--- src/rtl/tft_timing_pkg.sv ---
// Shared types for the panel timing generator: FSM state codes, acquisition and binning modes, stride helper.
// Latency: not applicable (types, constants and one pure function).
// Backpressure: not applicable.
//
// Contents:
//   ST_*         FSM state codes (3-bit constants)
//   acq_mode_e   single / multi / continuous / illegal
//   bin_mode_e   1x / 2x / 4x / illegal
//   bin_stride() address stride for a bin mode
package tft_timing_pkg;

  localparam logic [2:0] ST_IDLE      = 3'd0;
  localparam logic [2:0] ST_RESET     = 3'd1;
  localparam logic [2:0] ST_INTEGRATE = 3'd2;
  localparam logic [2:0] ST_READOUT   = 3'd3;
  localparam logic [2:0] ST_DONE      = 3'd4;

  typedef enum logic [1:0] {
    ACQ_SINGLE  = 2'd0,
    ACQ_MULTI   = 2'd1,
    ACQ_CONT    = 2'd2,
    ACQ_ILLEGAL = 2'd3
  } acq_mode_e;

  typedef enum logic [1:0] {
    BIN_1X      = 2'd0,
    BIN_2X      = 2'd1,
    BIN_4X      = 2'd2,
    BIN_ILLEGAL = 2'd3
  } bin_mode_e;

  // Illegal bin codes never reach the scanner (rejected at start); 1 is a safe fallback.
  function automatic logic [2:0] bin_stride(input logic [1:0] bin);
    case (bin)
      BIN_1X:  bin_stride = 3'd1;
      BIN_2X:  bin_stride = 3'd2;
      BIN_4X:  bin_stride = 3'd4;
      default: bin_stride = 3'd1;
    endcase
  endfunction

endpackage

--- src/rtl/tft_roi_scanner.sv ---
// ROI raster scanner: walks rows/columns with a binning stride, inserting a settle gap after each row strobe.
// Latency: row_clk_en is registered, high in the cycle after start; first column follows SETTLE_CYC cycles later.
// Backpressure: none; the front-end must accept one column per cycle. abort clears all strobes next cycle.
//
// Ports:
//   clk, rst_n                    clock, async active-low reset
//   start, abort                  begin a frame scan / drop the scan (abort wins)
//   bin_mode                      stride select (held stable by the caller during a scan)
//   row_start..col_end            inclusive ROI (held stable by the caller during a scan)
//   row_addr, col_addr            current pixel address (held when idle)
//   row_clk_en, col_clk_en, gate_sel, adc_start_trigger   registered panel strobes
//   scan_done                     high during the final column cycle of the frame
import tft_timing_pkg::*;

module tft_roi_scanner #(
  parameter int ADDR_W     = 12,
  parameter int SETTLE_CYC = 4
) (
  input  logic              clk,
  input  logic              rst_n,
  input  logic              start,
  input  logic              abort,
  input  logic [1:0]        bin_mode,
  input  logic [ADDR_W-1:0] row_start,
  input  logic [ADDR_W-1:0] row_end,
  input  logic [ADDR_W-1:0] col_start,
  input  logic [ADDR_W-1:0] col_end,
  output logic [ADDR_W-1:0] row_addr,
  output logic [ADDR_W-1:0] col_addr,
  output logic              row_clk_en,
  output logic              col_clk_en,
  output logic              gate_sel,
  output logic              adc_start_trigger,
  output logic              scan_done
);

  localparam int AW1 = ADDR_W + 1;
  localparam int SW  = (SETTLE_CYC > 1) ? $clog2(SETTLE_CYC) : 1;
  localparam logic [SW-1:0] SETTLE_LAST = SW'(SETTLE_CYC - 1);

  logic          active;
  logic          in_cols;
  logic [SW-1:0] settle_cnt;

  // Next-address compare runs one bit wider so an address at the top of the
  // range ends the row/frame instead of wrapping back to 0.
  logic [AW1-1:0] step;
  logic [AW1-1:0] row_next;
  logic [AW1-1:0] col_next;
  logic           col_last;
  logic           row_last;

  assign step      = AW1'(bin_stride(bin_mode));
  assign row_next  = {1'b0, row_addr} + step;
  assign col_next  = {1'b0, col_addr} + step;
  assign col_last  = col_next > {1'b0, col_end};
  assign row_last  = row_next > {1'b0, row_end};
  assign scan_done = active & in_cols & col_last & row_last;

  always_ff @(posedge clk or negedge rst_n) begin
    if (!rst_n) begin
      active            <= 1'b0;
      in_cols           <= 1'b0;
      settle_cnt        <= '0;
      row_addr          <= '0;
      col_addr          <= '0;
      row_clk_en        <= 1'b0;
      col_clk_en        <= 1'b0;
      gate_sel          <= 1'b0;
      adc_start_trigger <= 1'b0;
    end else if (abort) begin
      active            <= 1'b0;
      in_cols           <= 1'b0;
      settle_cnt        <= '0;
      row_clk_en        <= 1'b0;
      col_clk_en        <= 1'b0;
      gate_sel          <= 1'b0;
      adc_start_trigger <= 1'b0;
    end else if (start) begin
      active            <= 1'b1;
      in_cols           <= 1'b0;
      settle_cnt        <= '0;
      row_addr          <= row_start;
      row_clk_en        <= 1'b1;
      gate_sel          <= 1'b1;
      col_clk_en        <= 1'b0;
      adc_start_trigger <= 1'b0;
    end else if (active) begin
      row_clk_en        <= 1'b0;
      adc_start_trigger <= 1'b0;
      if (!in_cols) begin
        // Settle phase: the row strobe cycle counts as the first settle cycle.
        if (settle_cnt == SETTLE_LAST) begin
          in_cols           <= 1'b1;
          col_addr          <= col_start;
          col_clk_en        <= 1'b1;
          adc_start_trigger <= 1'b1;
        end else begin
          settle_cnt <= settle_cnt + 1'b1;
        end
      end else if (col_last) begin
        col_clk_en <= 1'b0;
        in_cols    <= 1'b0;
        settle_cnt <= '0;
        if (row_last) begin
          active   <= 1'b0;
          gate_sel <= 1'b0;
        end else begin
          row_addr   <= row_next[ADDR_W-1:0];
          row_clk_en <= 1'b1;
        end
      end else begin
        col_addr <= col_next[ADDR_W-1:0];
      end
    end
  end

endmodule

--- src/rtl/tft_timing_gen_mf.sv ---
// Panel timing generator: validates config, then sequences RESET -> INTEGRATE -> READOUT -> DONE per frame.
// Latency: RESET entered the cycle after an accepted frame_start; cfg_err/acq_done/frame_complete are 1-cycle registered pulses.
// Backpressure: none; frame_reset aborts to IDLE in one cycle and overrides every other request.
//
// Ports:
//   clk, rst_n                        clock, async active-low reset
//   frame_start, frame_reset, stop_req  control requests
//   acq_mode, frame_count, bin_mode, integration_time, row/col start/end   config (shadowed at start)
//   frame_busy, frame_complete, acq_done, cfg_err, frame_idx               status
//   row_addr, col_addr, row_clk_en, col_clk_en, gate_sel, reset_pulse, adc_start_trigger   panel side
import tft_timing_pkg::*;

module tft_timing_gen_mf #(
  parameter int ADDR_W     = 12,
  parameter int INT_W      = 16,
  parameter int CYC_PER_MS = 100000,
  parameter int RESET_CYC  = 16,
  parameter int SETTLE_CYC = 4,
  parameter int FCNT_W     = 8
) (
  input  logic              clk,
  input  logic              rst_n,
  input  logic              frame_start,
  input  logic              frame_reset,
  input  logic              stop_req,
  input  logic [1:0]        acq_mode,
  input  logic [FCNT_W-1:0] frame_count,
  input  logic [1:0]        bin_mode,
  input  logic [INT_W-1:0]  integration_time,
  input  logic [ADDR_W-1:0] row_start,
  input  logic [ADDR_W-1:0] row_end,
  input  logic [ADDR_W-1:0] col_start,
  input  logic [ADDR_W-1:0] col_end,
  output logic              frame_busy,
  output logic              frame_complete,
  output logic              acq_done,
  output logic              cfg_err,
  output logic [FCNT_W-1:0] frame_idx,
  output logic [ADDR_W-1:0] row_addr,
  output logic [ADDR_W-1:0] col_addr,
  output logic              row_clk_en,
  output logic              col_clk_en,
  output logic              gate_sel,
  output logic              reset_pulse,
  output logic              adc_start_trigger
);

  // Sized so integration_time*CYC_PER_MS always fits: no overflow at max config.
  localparam int CNT_W = INT_W + $clog2(CYC_PER_MS);
  localparam int RST_W = $clog2(RESET_CYC + 1);
  localparam logic [RST_W-1:0] RST_LAST = RST_W'(RESET_CYC - 1);

  logic [2:0]        state;
  logic [RST_W-1:0]  rst_cnt;
  logic [CNT_W-1:0]  int_cnt;
  logic [CNT_W-1:0]  int_len;
  logic              int_last;
  logic              stop_seen;
  logic              cfg_bad;
  logic              more_frames;
  logic              scan_start;
  logic              scan_done;

  acq_mode_e         sh_mode;
  bin_mode_e         sh_bin;
  logic [FCNT_W-1:0] sh_fcnt;
  logic [INT_W-1:0]  sh_it;
  logic [ADDR_W-1:0] sh_rs, sh_re, sh_cs, sh_ce;

  assign cfg_bad = (row_end < row_start) || (col_end < col_start) ||
                   (acq_mode == ACQ_ILLEGAL) || (bin_mode == BIN_ILLEGAL) ||
                   ((acq_mode == ACQ_MULTI) && (frame_count == '0));

  assign int_len    = CNT_W'(sh_it) * CNT_W'(CYC_PER_MS);
  // Zero integration time still spends one cycle in INTEGRATE.
  assign int_last   = (sh_it == '0) || (int_cnt == int_len - 1'b1);
  assign scan_start = (state == ST_INTEGRATE) && int_last;

  always_comb begin
    more_frames = 1'b0;
    case (sh_mode)
      ACQ_MULTI: more_frames = ({1'b0, frame_idx} + 1'b1) < {1'b0, sh_fcnt};
      // stop_req in the DONE cycle itself also counts as seen.
      ACQ_CONT:  more_frames = !(stop_seen || stop_req);
      default:   more_frames = 1'b0;
    endcase
  end

  always_ff @(posedge clk or negedge rst_n) begin
    if (!rst_n) begin
      state          <= ST_IDLE;
      rst_cnt        <= '0;
      int_cnt        <= '0;
      frame_idx      <= '0;
      frame_busy     <= 1'b0;
      frame_complete <= 1'b0;
      acq_done       <= 1'b0;
      cfg_err        <= 1'b0;
      reset_pulse    <= 1'b0;
      stop_seen      <= 1'b0;
      sh_mode        <= ACQ_SINGLE;
      sh_bin         <= BIN_1X;
      sh_fcnt        <= '0;
      sh_it          <= '0;
      sh_rs          <= '0;
      sh_re          <= '0;
      sh_cs          <= '0;
      sh_ce          <= '0;
    end else if (frame_reset) begin
      state          <= ST_IDLE;
      frame_busy     <= 1'b0;
      frame_complete <= 1'b0;
      acq_done       <= 1'b0;
      cfg_err        <= 1'b0;
      reset_pulse    <= 1'b0;
      stop_seen      <= 1'b0;
    end else begin
      frame_complete <= 1'b0;
      acq_done       <= 1'b0;
      cfg_err        <= 1'b0;
      if (stop_req && (state != ST_IDLE)) stop_seen <= 1'b1;
      case (state)
        ST_IDLE: begin
          if (frame_start) begin
            if (cfg_bad) begin
              cfg_err <= 1'b1;
            end else begin
              sh_mode     <= acq_mode_e'(acq_mode);
              sh_bin      <= bin_mode_e'(bin_mode);
              sh_fcnt     <= frame_count;
              sh_it       <= integration_time;
              sh_rs       <= row_start;
              sh_re       <= row_end;
              sh_cs       <= col_start;
              sh_ce       <= col_end;
              state       <= ST_RESET;
              frame_idx   <= '0;
              rst_cnt     <= '0;
              reset_pulse <= 1'b1;
              frame_busy  <= 1'b1;
              stop_seen   <= 1'b0;
            end
          end
        end
        ST_RESET: begin
          if (rst_cnt == RST_LAST) begin
            state       <= ST_INTEGRATE;
            reset_pulse <= 1'b0;
            int_cnt     <= '0;
          end else begin
            rst_cnt <= rst_cnt + 1'b1;
          end
        end
        ST_INTEGRATE: begin
          if (int_last) state <= ST_READOUT;
          else          int_cnt <= int_cnt + 1'b1;
        end
        ST_READOUT: begin
          if (scan_done) begin
            state          <= ST_DONE;
            frame_complete <= 1'b1;
          end
        end
        ST_DONE: begin
          if (more_frames) begin
            state       <= ST_RESET;
            frame_idx   <= frame_idx + 1'b1;
            rst_cnt     <= '0;
            reset_pulse <= 1'b1;
            stop_seen   <= 1'b0;
          end else begin
            state      <= ST_IDLE;
            frame_busy <= 1'b0;
            acq_done   <= 1'b1;
          end
        end
        default: begin
          state       <= ST_IDLE;
          frame_busy  <= 1'b0;
          reset_pulse <= 1'b0;
        end
      endcase
    end
  end

  tft_roi_scanner #(
    .ADDR_W     (ADDR_W),
    .SETTLE_CYC (SETTLE_CYC)
  ) u_scanner (
    .clk               (clk),
    .rst_n             (rst_n),
    .start             (scan_start),
    .abort             (frame_reset),
    .bin_mode          (sh_bin),
    .row_start         (sh_rs),
    .row_end           (sh_re),
    .col_start         (sh_cs),
    .col_end           (sh_ce),
    .row_addr          (row_addr),
    .col_addr          (col_addr),
    .row_clk_en        (row_clk_en),
    .col_clk_en        (col_clk_en),
    .gate_sel          (gate_sel),
    .adc_start_trigger (adc_start_trigger),
    .scan_done         (scan_done)
  );

endmodule

--- config.mk ---
export PLATFORM = sky130hd
export DESIGN_NAME = tft_timing_gen_mf
export DESIGN_NICKNAME = d
export VERILOG_FILES = /design/src/rtl/tft_timing_pkg.sv /design/src/rtl/tft_roi_scanner.sv /design/src/rtl/tft_timing_gen_mf.sv
export SDC_FILE = /design/constraint.sdc
export NUM_CORES = 1
export LEC_CHECK = 0
export CORE_AREA = 2 2 155 157
export DETAILED_ROUTE_END_ITERATION = 7
export DIE_AREA = 0 0 157 159
export MAX_ROUTING_LAYER = met4
export PLACE_DENSITY = 0.84
export SLEW_MARGIN = 20
export SYNTH_ARGS = -nofsm -noshare
export SYNTH_HDL_FRONTEND = slang
export SYNTH_HIERARCHICAL = 1
export SYNTH_SLANG_ARGS = --single-unit
--- constraint.sdc ---
create_clock -name clk -period 23.2 [get_ports clk]
set_input_delay 3.48 -clock clk [delete_from_list [all_inputs] [get_ports clk]]
set_output_delay 3.48 -clock clk [all_outputs]
set_load 0.01 [all_outputs]
# After elaboration in Yosys (flattened, before gate mapping)
# Index checks and enable logic that the tools add are counted.
[totals] output_inout_bits=41 wordCells=214 register_bits=163 inputBits=81
[classes] magnitude_cmp=5 muxes=94 n_bitwise=6 mul=1 eq_ne=33 reduce_logical=40 addsub=8
[ops] operator="12-bit two-way mux" count=8
[ops] operator="33-bit two-way mux" count=2
[ops] operator="33-bit case mux with 2 select lines" count=1
[ops] operator="1-bit two-way mux" count=56
[ops] operator="33-bit by 1-bit adder with 33-bit output (second input constant)" count=1
[ops] operator="33-bit == test" count=1
[ops] operator="33-bit by 1-bit subtractor with 33-bit output (second input constant)" count=1
[ops] operator="16-bit by 12-bit multiplier with 28-bit output (second input constant)" count=1
[ops] operator="12-bit by 3-bit adder with 13-bit output" count=2
[ops] operator="13-bit by 12-bit > comparator with 1-bit output" count=2
[ops] operator="5-bit AND reduction" count=5
[ops] operator="12-bit < comparator" count=2
[ops] operator="8-bit two-way mux" count=3
[ops] operator="3-bit inequality test (second input constant)" count=7
[ops] operator="5-bit two-way mux" count=4
[ops] operator="3-bit two-way mux" count=6
[ops] operator="3-bit nonzero test" count=6
[ops] operator="16-bit logical NOT" count=1
[ops] operator="2-bit inequality test (second input constant)" count=8
[ops] operator="8-bit case mux with 2 select lines" count=1
[ops] operator="4-bit AND reduction" count=4
[ops] operator="3-bit case mux with 5 select lines" count=1
[ops] operator="5-bit case mux with 3 select lines" count=1
[ops] operator="2-bit two-way mux" count=6
[ops] operator="other kinds (31)" count=57

# Logic depth before layout (Yosys ltp)
# Gate-level depths: netlist of the first run.
[logic_depth] depth_word=10 mapped_depth=32 mapped_depth_nobuf=27

# By module
# Netlist of the first run, hierarchy kept.
[by_module_without_submodules] mod="tft_timing_gen_mf" cells_each=1218 seq_area_each_um2=3278.1 instances=1 area_per_inst_um2=11603.6
[by_module_without_submodules] mod="tft_roi_scanner" cells_each=347 seq_area_each_um2=800.8 instances=1 area_per_inst_um2=2894.0

# Worst setup path before layout of the first run
# OpenSTA, ideal clock, no wires.
[synth_timing] kind="reg2reg" startpoint="register sh_it[6]" endpoint="register u_scanner.col_addr[9]" path_stages_with_launch=32 period_less_slack_ps=7754 t_required_ps=23131 t_arrival_ps=7685 path_slack_ps=15446 path_cell_list="dfrtp_1 inv_1 ha_1 ha_1 fa_1 inv_1 fa_1 fa_1 inv_1 ha_1 a21o_1 buf_6 a211o_1 a221o_1 or3_4 a221oi_2 nand2_1 or4_1 nand3_1 a21oi_1 or2_2 a21oi_1 nor4_1 buf_2 inv_2 nand2_1 or2_2 buf_2 o31a_1 buf_6 or4_1 nand3_1"
[synth_via] elab_chain_len=7 word_cells_on_any_way=8 cone_classes="1 x add/sub; 1 x mul; 1 x eq/ne; 1 x bitwise; 4 x reduce/logical"
[synth_rtl] element="start: declaration" line_no="tft_timing_gen_mf.sv:67" text="logic [INT_W-1:0] sh_it;"
[synth_rtl] element="start signal: assignment" line_no="tft_timing_gen_mf.sv:131" text="sh_it <= integration_time;"
[synth_rtl] element="16-bit by 12-bit multiplier with 28-bit output" line_no="tft_timing_gen_mf.sv:74" text="assign int_len = CNT_W'(sh_it) * CNT_W'(CYC_PER_MS);"
[synth_rtl] element="33-bit by 1-bit subtractor with 33-bit output" line_no="tft_timing_gen_mf.sv:76" text="assign int_last = (sh_it == '0) || (int_cnt == int_len - 1'b1);"
[synth_rtl] element="33-bit == test" line_no="tft_timing_gen_mf.sv:76"
[synth_rtl] element="1-bit logical OR (*)" line_no="tft_timing_gen_mf.sv:76"
[synth_rtl] element="1-bit logical AND (*)" line_no="tft_timing_gen_mf.sv:77" text="assign scan_start = (state == ST_INTEGRATE) && int_last;"
[synth_rtl] element="via scan_start" line_no="tft_timing_gen_mf.sv:61" text="logic scan_start;"
[synth_rtl] element="1-bit inverter (no line) (*)"
[synth_rtl] element="5-bit AND reduction (no line) (*)"
[synth_rtl] element="end signal: assignment" line_no="tft_roi_scanner.sv:95" text="col_addr <= col_start;"
[synth_rtl] element="end signal: assignment" line_no="tft_roi_scanner.sv:113" text="col_addr <= col_next[ADDR_W-1:0];"
[synth_rtl] element="end: declaration" line_no="tft_roi_scanner.sv:29" text="output logic [ADDR_W-1:0] col_addr,"
# Mark *: on every way through the listed nets, which the timed path passes. The rest lies on a longest branch.
# A chain may end at the register's enable or synchronous reset.

# Worst setup path after layout of the first run
[layout_timing] startpoint="register sh_it[8]" endpoint="register u_scanner.col_addr[9]"
# Same word-level chain as after synthesis.

==> run_summary.xml, run 1 <==
<?xml version="1.0" encoding="UTF-8"?>
<metrics>
  <group name="layout">
    <metric name="mostFrequentLayoutCells" unit="">sky130_fd_sc_hd__inv_1, sky130_fd_sc_hd__ha_1, sky130_fd_sc_hd__dfrtp_1, sky130_fd_sc_hd__clkdlybuf4s50_1, sky130_fd_sc_hd__nand2_1</metric>
    <metric name="areaGrowthSynthToFinish" unit="%">13.7</metric>
    <metric name="final_layout_size_suffix_gt1_share" unit="%">9.00</metric>
    <metric name="finalNetCount" unit="">1956</metric>
    <metric name="layout.cells.most_common" unit="">sky130_fd_sc_hd__inv_1</metric>
    <metric name="antenna-diode-count" unit="">0</metric>
    <metric name="final_core_util" unit="%">71.1</metric>
  </group>
  <group name="routing">
    <metric name="drt_first_iter_violations" unit="">898</metric>
    <metric name="wl" unit="um">35100</metric>
    <metric name="route.detailed.wl_per_inst" unit="um">17.7</metric>
    <metric name="avgViaCountPerCell" unit="">5.98</metric>
    <metric name="firstDrtPassIters" unit="">6</metric>
    <metric name="drtAntennaViolNets" unit="">0</metric>
    <metric name="detailroute.via_count" unit="">11900</metric>
    <metric name="drc_errors" unit="">0</metric>
  </group>
  <group name="sta">
    <metric name="totalNegativeSetupSlack" unit="ps">0</metric>
    <metric name="finalSetupViolations" unit="">0</metric>
    <metric name="tightestPinTransition" unit="ps">1020</metric>
    <metric name="fin_hold_ws" unit="ps">496</metric>
    <metric name="max-slew-margin-rel" unit="%">31.9</metric>
    <metric name="hold_violations_final" unit="">0</metric>
    <metric name="timing.final.max_slew_violations" unit="">0</metric>
    <metric name="layout_min_cycle_time" unit="ps">8710</metric>
    <metric name="finClkSkew" unit="ps">17.2</metric>
    <metric name="timing.final.crit_share" unit="%">37.6</metric>
    <metric name="top_achievable_clock_speed" unit="GHz">0.115</metric>
    <metric name="rsz_0062_raised_after_global_routing" unit="">false</metric>
  </group>
  <group name="critical_path">
    <metric name="maximum_fanout_encountered_on_the_critical_timing_path" unit="">11</metric>
    <metric name="crit_path_start_kind" unit="">flop</metric>
    <metric name="endpoint_kind" unit="">flop</metric>
    <metric name="criticalPathCategory" unit="">flop to flop</metric>
    <metric name="reg2reg_depth" unit="">28</metric>
    <metric name="worst_r2r_endpoint" unit="">u_scanner/col_addr[9]</metric>
    <metric name="cpMaxStageDelayCell" unit="">sky130_fd_sc_hd__fa_1</metric>
    <metric name="rrSetupSlack" unit="ps">14490</metric>
    <metric name="worst_setup_path_startpoint" unit="">sh_it[8]</metric>
    <metric name="cp.arrival" unit="ps">9080</metric>
    <metric name="r2r_start" unit="">sh_it[8]</metric>
    <metric name="crit_required" unit="ps">23570</metric>
    <metric name="cpPeakStageDelay" unit="ps">550</metric>
  </group>
  <group name="synth">
    <metric name="synth.ff_latch_count" unit="">163</metric>
    <metric name="synth.avg_cell_area" unit="um^2">9.26</metric>
    <metric name="post_synth_main_area_contributors" unit="">sky130_fd_sc_hd__dfrtp_1, sky130_fd_sc_hd__ha_1, sky130_fd_sc_hd__mux2_2</metric>
    <metric name="synth.yosys.seq_area_share" unit="%">28.1</metric>
    <metric name="synth_warnings" unit="">6</metric>
    <metric name="synthArstFlopShare" unit="%">100</metric>
    <metric name="synthFlopType" unit="">sky130_fd_sc_hd__dfrtp_1</metric>
    <metric name="synth.cell_area" unit="mm^2">0.0145</metric>
    <metric name="synth_fp_nets" unit="">1866</metric>
    <metric name="post_synth_inst_count" unit="">1565</metric>
    <metric name="synthDistinctLibCells" unit="">94</metric>
    <metric name="number_of_flops_mapped_to_enable_cells_by_yosys" unit="">0</metric>
    <metric name="synth_largest_type_area_fraction" unit="%">28.1</metric>
    <metric name="synth_area_leader_cell" unit="">sky130_fd_sc_hd__dfrtp_1</metric>
  </group>
  <group name="outcome">
    <metric name="run_status" unit="">complete, no violations</metric>
  </group>
  <group name="die">
    <metric name="rows" unit="">56</metric>
    <metric name="core_area" unit="mm^2">0.0232</metric>
    <metric name="fp.dieArea" unit="mm^2">0.0250</metric>
    <metric name="start_util" unit="%">62.5</metric>
    <metric name="die_h" unit="um">159</metric>
    <metric name="io_pins" unit="">122</metric>
    <metric name="floorplan.die.width" unit="um">157</metric>
  </group>
  <group name="grt">
    <metric name="grt_pass1_wl" unit="um">59500</metric>
    <metric name="grt_pass1_vias" unit="">12200</metric>
    <metric name="globalRouteOverflowTotal" unit="">0</metric>
    <metric name="groute.usage.overall" unit="%">30.2</metric>
    <metric name="antenna_found_initial" unit="">0</metric>
    <metric name="grt_start_max_net_pins" unit="">90</metric>
  </group>
  <group name="hold_path">
    <metric name="hold_path_class" unit="">flop to flop</metric>
    <metric name="hold_path_startpoint" unit="">rst_cnt[4]</metric>
    <metric name="hold_path_end" unit="">rst_cnt[4]</metric>
    <metric name="worst_hold_path.num_cells" unit="">2</metric>
  </group>
  <group name="cts">
    <metric name="clock_tree_from_tritoncts" unit="">built</metric>
    <metric name="resized_cells_post_cts" unit="">0</metric>
    <metric name="cts_root_buf" unit="">sky130_fd_sc_hd__clkbuf_16</metric>
    <metric name="htreeDepth" unit="">4</metric>
    <metric name="post-cts-setup-buffers" unit="">0</metric>
    <metric name="cts.clk_slew.worst_paths" unit="ps">70</metric>
    <metric name="cts_inserted_buffers" unit="">17</metric>
    <metric name="worstSkewPairLatency" unit="ps">440</metric>
    <metric name="clock_path_buffers" unit="">2</metric>
    <metric name="tritoncts_num_sinks" unit="">163</metric>
    <metric name="cts_hold_buf" unit="">0</metric>
  </group>
  <group name="placement">
    <metric name="numPortBuffers" unit="">121</metric>
    <metric name="place_congestion" unit="">0.889</metric>
    <metric name="dpl.hpwl" unit="um">26800</metric>
  </group>
  <group name="run">
    <metric name="maxCapViolations" unit="">0</metric>
  </group>
</metrics>
-- worst max-delay path by stage --
stage | slack (ps) | to | cells past startpoint
after detailed placement | 14560 | u_scanner/col_addr[9] | 28
after global routing | 14020 | u_scanner/col_addr[9] | 28
final | 14490 | u_scanner/col_addr[9] | 28
after floorplan | 15450 | u_scanner/col_addr[9] | 31
after global placement | 14780 | u_scanner/col_addr[9] | 28
after CTS | 14540 | u_scanner/col_addr[9] | 28
-- cell type report --
cell class / count / area [um^2]
Multi-Input combinational cell: 1153 / 9470
Fill cell: 1744 / 6710
Sequential cell: 163 / 4080
Timing Repair Buffer: 126 / 1250
Inverter: 194 / 728
Clock buffer: 18 / 439
Tap cell: 319 / 399
Clock inverter: 13 / 124
-- Yosys cell counts, types with 5 or more instances --
| library cell | instances |
|---|---|
| sky130_fd_sc_hd__nor3b_1 | 11 |
| sky130_fd_sc_hd__and3_1 | 22 |
| sky130_fd_sc_hd__o31a_1 | 5 |
| sky130_fd_sc_hd__or2_2 | 5 |
| sky130_fd_sc_hd__a211oi_1 | 11 |
| sky130_fd_sc_hd__xnor3_1 | 5 |
| sky130_fd_sc_hd__a21o_1 | 28 |
| sky130_fd_sc_hd__nand4b_1 | 9 |
| sky130_fd_sc_hd__a31oi_1 | 12 |
| sky130_fd_sc_hd__o21a_1 | 9 |
| sky130_fd_sc_hd__nor3_1 | 24 |
| sky130_fd_sc_hd__a311oi_1 | 7 |
| sky130_fd_sc_hd__inv_1 | 192 |
| sky130_fd_sc_hd__a21oi_1 | 85 |
| sky130_fd_sc_hd__nor4_1 | 12 |
| sky130_fd_sc_hd__a2111oi_0 | 5 |
| sky130_fd_sc_hd__and4_1 | 12 |
| sky130_fd_sc_hd__a211o_1 | 5 |
| sky130_fd_sc_hd__o22ai_1 | 6 |
| sky130_fd_sc_hd__a21boi_0 | 5 |
| sky130_fd_sc_hd__or4_1 | 9 |
| sky130_fd_sc_hd__ha_1 | 176 |
| sky130_fd_sc_hd__fa_1 | 44 |
| sky130_fd_sc_hd__mux2i_1 | 23 |
| sky130_fd_sc_hd__dfrtp_1 | 163 |
| sky130_fd_sc_hd__nor2b_1 | 7 |
| sky130_fd_sc_hd__nand4_1 | 23 |
| sky130_fd_sc_hd__nand2_1 | 107 |
| sky130_fd_sc_hd__or3_1 | 14 |
| sky130_fd_sc_hd__nand2b_1 | 14 |
| sky130_fd_sc_hd__and2_1 | 10 |
| sky130_fd_sc_hd__buf_2 | 7 |
| sky130_fd_sc_hd__o31ai_1 | 10 |
| sky130_fd_sc_hd__clkbuf_1 | 43 |
| sky130_fd_sc_hd__nand3_1 | 61 |
| sky130_fd_sc_hd__nor2_1 | 69 |
| sky130_fd_sc_hd__xnor2_1 | 49 |
| sky130_fd_sc_hd__xor2_1 | 23 |
| sky130_fd_sc_hd__o21ai_0 | 77 |
| sky130_fd_sc_hd__mux2_2 | 79 |
| sky130_fd_sc_hd__o211ai_1 | 6 |
-- metal layers --
| layer | wire length (um) | up-vias | global-route usage (%) |
|---|---|---|---|
| met5 | 0 | - | - |
| met4 | 883 | 0 | 9.26 |
| met3 | 1750 | 57 | 4.68 |
| met2 | 17200 | 356 | 49.9 |
| met1 | 15300 | 5717 | 38.3 |
| li1 | - | 5740 | - |
-- flip-flops by register name (all words and copies together) (netlist names), 2 cells and up --
register / flops
int_cnt: 33
sh_it: 16
sh_ce: 12
sh_cs: 12
sh_re: 12
sh_rs: 12
u_scanner/col_addr: 12
u_scanner/row_addr: 12
frame_idx: 8
sh_fcnt: 8
rst_cnt: 5
state: 3
sh_bin: 2
sh_mode: 2
u_scanner/settle_cnt: 2
-- logic make-up (layout without fill, tap and decap cells) --
logic type / Yosys count / after routing / synth area share (%)
buffers and inverters: 249 / 351 / 6.69
flip-flops: 163 / 163 / 28.1
AND/OR/NAND/NOR: 429 / 429 / 15.7
adder cells (fa/ha/maj): 220 / 220 / 21.3
multiplexers: 102 / 102 / 7.72
XOR/XNOR: 78 / 78 / 5.29
AO/OA/AOI/OAI: 324 / 324 / 15.2
-- stage by stage --
stage	cell area, um^2	instances	worst slack (ps)
floorplan	14500	1565	15450
global placement	15900	1955	14780
detailed placement	15900	1955	14560
CTS	16500	1986	14540
global route	16500	1986	14020
finish	16500	1986	14490
-- critical path, delay by kind of cell (launching register included) --
| family | cells | cell delay [ps] |
|---|---|---|
| flops | 1 | 460 |
| fa+ha+maj | 6 | 2560 |
| compound gates | 6 | 1840 |
| simple gates | 11 | 3100 |
| buf+inv | 5 | 680 |
Power of run 1 is not shown: default switching activity piles up to over one toggle a cycle in this logic, so the estimate is an artifact.
==> run 2, diff against run 1 <==
--- a/config.mk
+++ b/config.mk
@@ -5,11 +5,11 @@
 export SDC_FILE = /design/constraint.sdc
 export NUM_CORES = 1
 export LEC_CHECK = 0
-export CORE_AREA = 2 2 155 157
+export CORE_AREA = 2 2 167 169
 export DETAILED_ROUTE_END_ITERATION = 7
-export DIE_AREA = 0 0 157 159
+export DIE_AREA = 0 0 169 171
 export MAX_ROUTING_LAYER = met4
-export PLACE_DENSITY = 0.84
+export PLACE_DENSITY = 0.77
 export SLEW_MARGIN = 20
 export SYNTH_ARGS = -nofsm -noshare
 export SYNTH_HDL_FRONTEND = slang
==> constraint.sdc (replaced) <==
create_clock -name clk -period 7.73 [get_ports clk]
set_input_delay 1.1595 -clock clk [delete_from_list [all_inputs] [get_ports clk]]
set_output_delay 1.1595 -clock clk [all_outputs]
set_load 0.01 [all_outputs]
==> run_summary.xml, run 2 (synthesis gave the netlist of run 1 again) <==
<?xml version="1.0" encoding="UTF-8"?>
<metrics>
  <group name="critical_path">
    <metric name="crit_required" unit="ps">8100</metric>
    <metric name="cp.arrival" unit="ps">7840</metric>
    <metric name="r2r_start" unit="">sh_it[8]</metric>
    <metric name="endpoint_kind" unit="">flop</metric>
    <metric name="reg2reg_depth" unit="">28</metric>
    <metric name="rrSetupSlack" unit="ps">260</metric>
    <metric name="cpPeakStageDelay" unit="ps">560</metric>
    <metric name="maximum_fanout_encountered_on_the_critical_timing_path" unit="">6</metric>
    <metric name="worst_r2r_endpoint" unit="">u_scanner/col_addr[9]</metric>
    <metric name="crit_path_start_kind" unit="">flop</metric>
    <metric name="cpMaxStageDelayCell" unit="">sky130_fd_sc_hd__fa_1</metric>
    <metric name="criticalPathCategory" unit="">flop to flop</metric>
  </group>
  <group name="sta">
    <metric name="finClkSkew" unit="ps">13.3</metric>
    <metric name="hold_violations_final" unit="">0</metric>
    <metric name="tightestPinTransition" unit="ps">1070</metric>
    <metric name="timing.final.crit_share" unit="%">96.7</metric>
    <metric name="final.setup.worst_slack" unit="ps">258</metric>
    <metric name="timing.final.max_slew_violations" unit="">0</metric>
    <metric name="max-slew-margin-rel" unit="%">28.9</metric>
    <metric name="layout_min_cycle_time" unit="ps">7470</metric>
    <metric name="top_achievable_clock_speed" unit="GHz">0.134</metric>
    <metric name="fin_hold_ws" unit="ps">501</metric>
    <metric name="finalSetupViolations" unit="">0</metric>
    <metric name="totalNegativeSetupSlack" unit="ps">0</metric>
  </group>
  <group name="die">
    <metric name="die_h" unit="um">171</metric>
    <metric name="floorplan.die.width" unit="um">169</metric>
    <metric name="fp.dieArea" unit="mm^2">0.0289</metric>
    <metric name="rows" unit="">61</metric>
    <metric name="io_pins" unit="">122</metric>
    <metric name="core_area" unit="mm^2">0.0273</metric>
    <metric name="start_util" unit="%">53.1</metric>
  </group>
  <group name="grt">
    <metric name="globalRouteOverflowTotal" unit="">0</metric>
    <metric name="grt_pass1_vias" unit="">12200</metric>
    <metric name="grt_pass1_wl" unit="um">59700</metric>
    <metric name="groute.usage.overall" unit="%">26.4</metric>
    <metric name="grt_start_max_net_pins" unit="">77</metric>
    <metric name="antenna_found_initial" unit="">0</metric>
  </group>
  <group name="placement">
    <metric name="numPortBuffers" unit="">121</metric>
    <metric name="dpl.hpwl" unit="um">27700</metric>
    <metric name="place_congestion" unit="">0.899</metric>
    <metric name="place_ws" unit="ps">-96.9</metric>
    <metric name="placed_cell_area" unit="mm^2">0.0161</metric>
  </group>
  <group name="cts">
    <metric name="htreeDepth" unit="">4</metric>
    <metric name="clock_path_buffers" unit="">2</metric>
    <metric name="cts_root_buf" unit="">sky130_fd_sc_hd__clkbuf_16</metric>
    <metric name="clock_tree_from_tritoncts" unit="">built</metric>
    <metric name="cts_hold_buf" unit="">0</metric>
    <metric name="cts_inserted_buffers" unit="">17</metric>
    <metric name="worstSkewPairLatency" unit="ps">450</metric>
    <metric name="tritoncts_num_sinks" unit="">163</metric>
    <metric name="cts.clk_slew.worst_paths" unit="ps">70</metric>
  </group>
  <group name="layout">
    <metric name="finalNetCount" unit="">1981</metric>
    <metric name="stdcell_area" unit="mm^2">0.0168</metric>
    <metric name="regMostFlops" unit="">int_cnt</metric>
    <metric name="layout.cells.most_common" unit="">sky130_fd_sc_hd__inv_1</metric>
    <metric name="n_fill_cell" unit="">2309</metric>
    <metric name="final_layout_size_suffix_gt1_share" unit="%">11.1</metric>
    <metric name="largest_register_ff_count" unit="">33</metric>
    <metric name="biggestRegsByFlops" unit="">int_cnt: 33 flops, sh_it: 16 flops</metric>
    <metric name="areaGrowthSynthToFinish" unit="%">15.9</metric>
    <metric name="mostFrequentLayoutCells" unit="">sky130_fd_sc_hd__inv_1, sky130_fd_sc_hd__ha_1, sky130_fd_sc_hd__dfrtp_1, sky130_fd_sc_hd__clkdlybuf4s50_1, sky130_fd_sc_hd__nand2_1</metric>
    <metric name="antenna-diode-count" unit="">0</metric>
  </group>
  <group name="hold_path">
    <metric name="hold_path_class" unit="">flop to flop</metric>
    <metric name="worst_hold_path.num_cells" unit="">2</metric>
    <metric name="hold_path_end" unit="">rst_cnt[4]</metric>
    <metric name="hold_path_startpoint" unit="">rst_cnt[4]</metric>
  </group>
  <group name="routing">
    <metric name="detailroute.via_count" unit="">12000</metric>
    <metric name="route.detailed.wl_per_inst" unit="um">17.7</metric>
    <metric name="drt_first_iter_violations" unit="">739</metric>
    <metric name="drc_errors" unit="">0</metric>
    <metric name="avgViaCountPerCell" unit="">5.88</metric>
    <metric name="drtAntennaViolNets" unit="">0</metric>
    <metric name="firstDrtPassIters" unit="">5</metric>
    <metric name="wl" unit="um">36100</metric>
  </group>
  <group name="outcome">
    <metric name="run_status" unit="">complete, no violations</metric>
  </group>
  <group name="run">
    <metric name="maxCapViolations" unit="">0</metric>
  </group>
</metrics>
-- run 2: changes by cell type in the layout (fill, tap and decap cells not counted), sizes merged --
cell / delta
buf: +25
bufinv: +2
clkbuf: +1
inv: -3
-- run 2: final cells by class --
type                    count  area [um^2]  share of cell area [%]
clock inverters            12          131                   0.782
multi-input cells        1153         9540                    56.8
well taps                 346          433                    2.58
inverters                 194          728                    4.33
repair buffers            151         1440                    8.56
clock buffers              19          443                    2.64
flip-flops and latches    163         4090                    24.3
-- run 2: metrics by stage --
stage | util (%) | std cells
after global placement | 58.9 | 1999
after floorplan | - | 1565
after global routing | 61.5 | 2038
final | 61.5 | 2038
after CTS | 61.0 | 2030
after detailed placement | 58.9 | 1999
-- run 2: how the worst max path moves through the flow --
stage,start,to,slack [ps],depth (start not counted)
detailed placement,sh_it[6],u_scanner/row_addr[4],-100,27
global route,sh_it[8],u_scanner/col_addr[9],-40,29
CTS,sh_it[2],u_scanner/col_addr[9],9,27
finish,sh_it[8],u_scanner/col_addr[9],260,28
floorplan,sh_it[6],u_scanner/col_addr[9],60,31
global placement,sh_it[6],u_scanner/row_addr[0],80,27
-- run 2: critical path, delay by kind of cell (launching register included) --
family,cells,cell delay (ps)
simple gates,11,2600
fa+ha+maj,6,2430
compound gates,6,1420
buf+inv,5,510
flops,1,430
-- run 2: timing repair --
| item | in CTS | in global routing |
|---|---|---|
| buffers inserted | 0 | 8 |
| endpoints found under the setup margin | 16 | 26 |
| resized for setup | 3 | 17 |
| pin swaps | 1 | 5 |
-- run 2: layer usage --
layer	track usage (%)	vias up	wire [um]
met1	32.0	5815	15500
met4	9.48	0	1030
met5	-	-	0
met3	4.30	74	1630
li1	-	5789	-
met2	44.8	315	17800
Power of run 2 is left out for the same reason.
==> run 3, diff against run 2 <==
--- a/config.mk
+++ b/config.mk
@@ -10,7 +10,6 @@
 export DIE_AREA = 0 0 169 171
 export MAX_ROUTING_LAYER = met4
 export PLACE_DENSITY = 0.77
-export SLEW_MARGIN = 20
 export SYNTH_ARGS = -nofsm -noshare
 export SYNTH_HDL_FRONTEND = slang
 export SYNTH_HIERARCHICAL = 1
==> results of run 3 <==
No change in the layout: final DEF, timing and power equal those of run 2.
Power of run 3 is left out for the same reason.
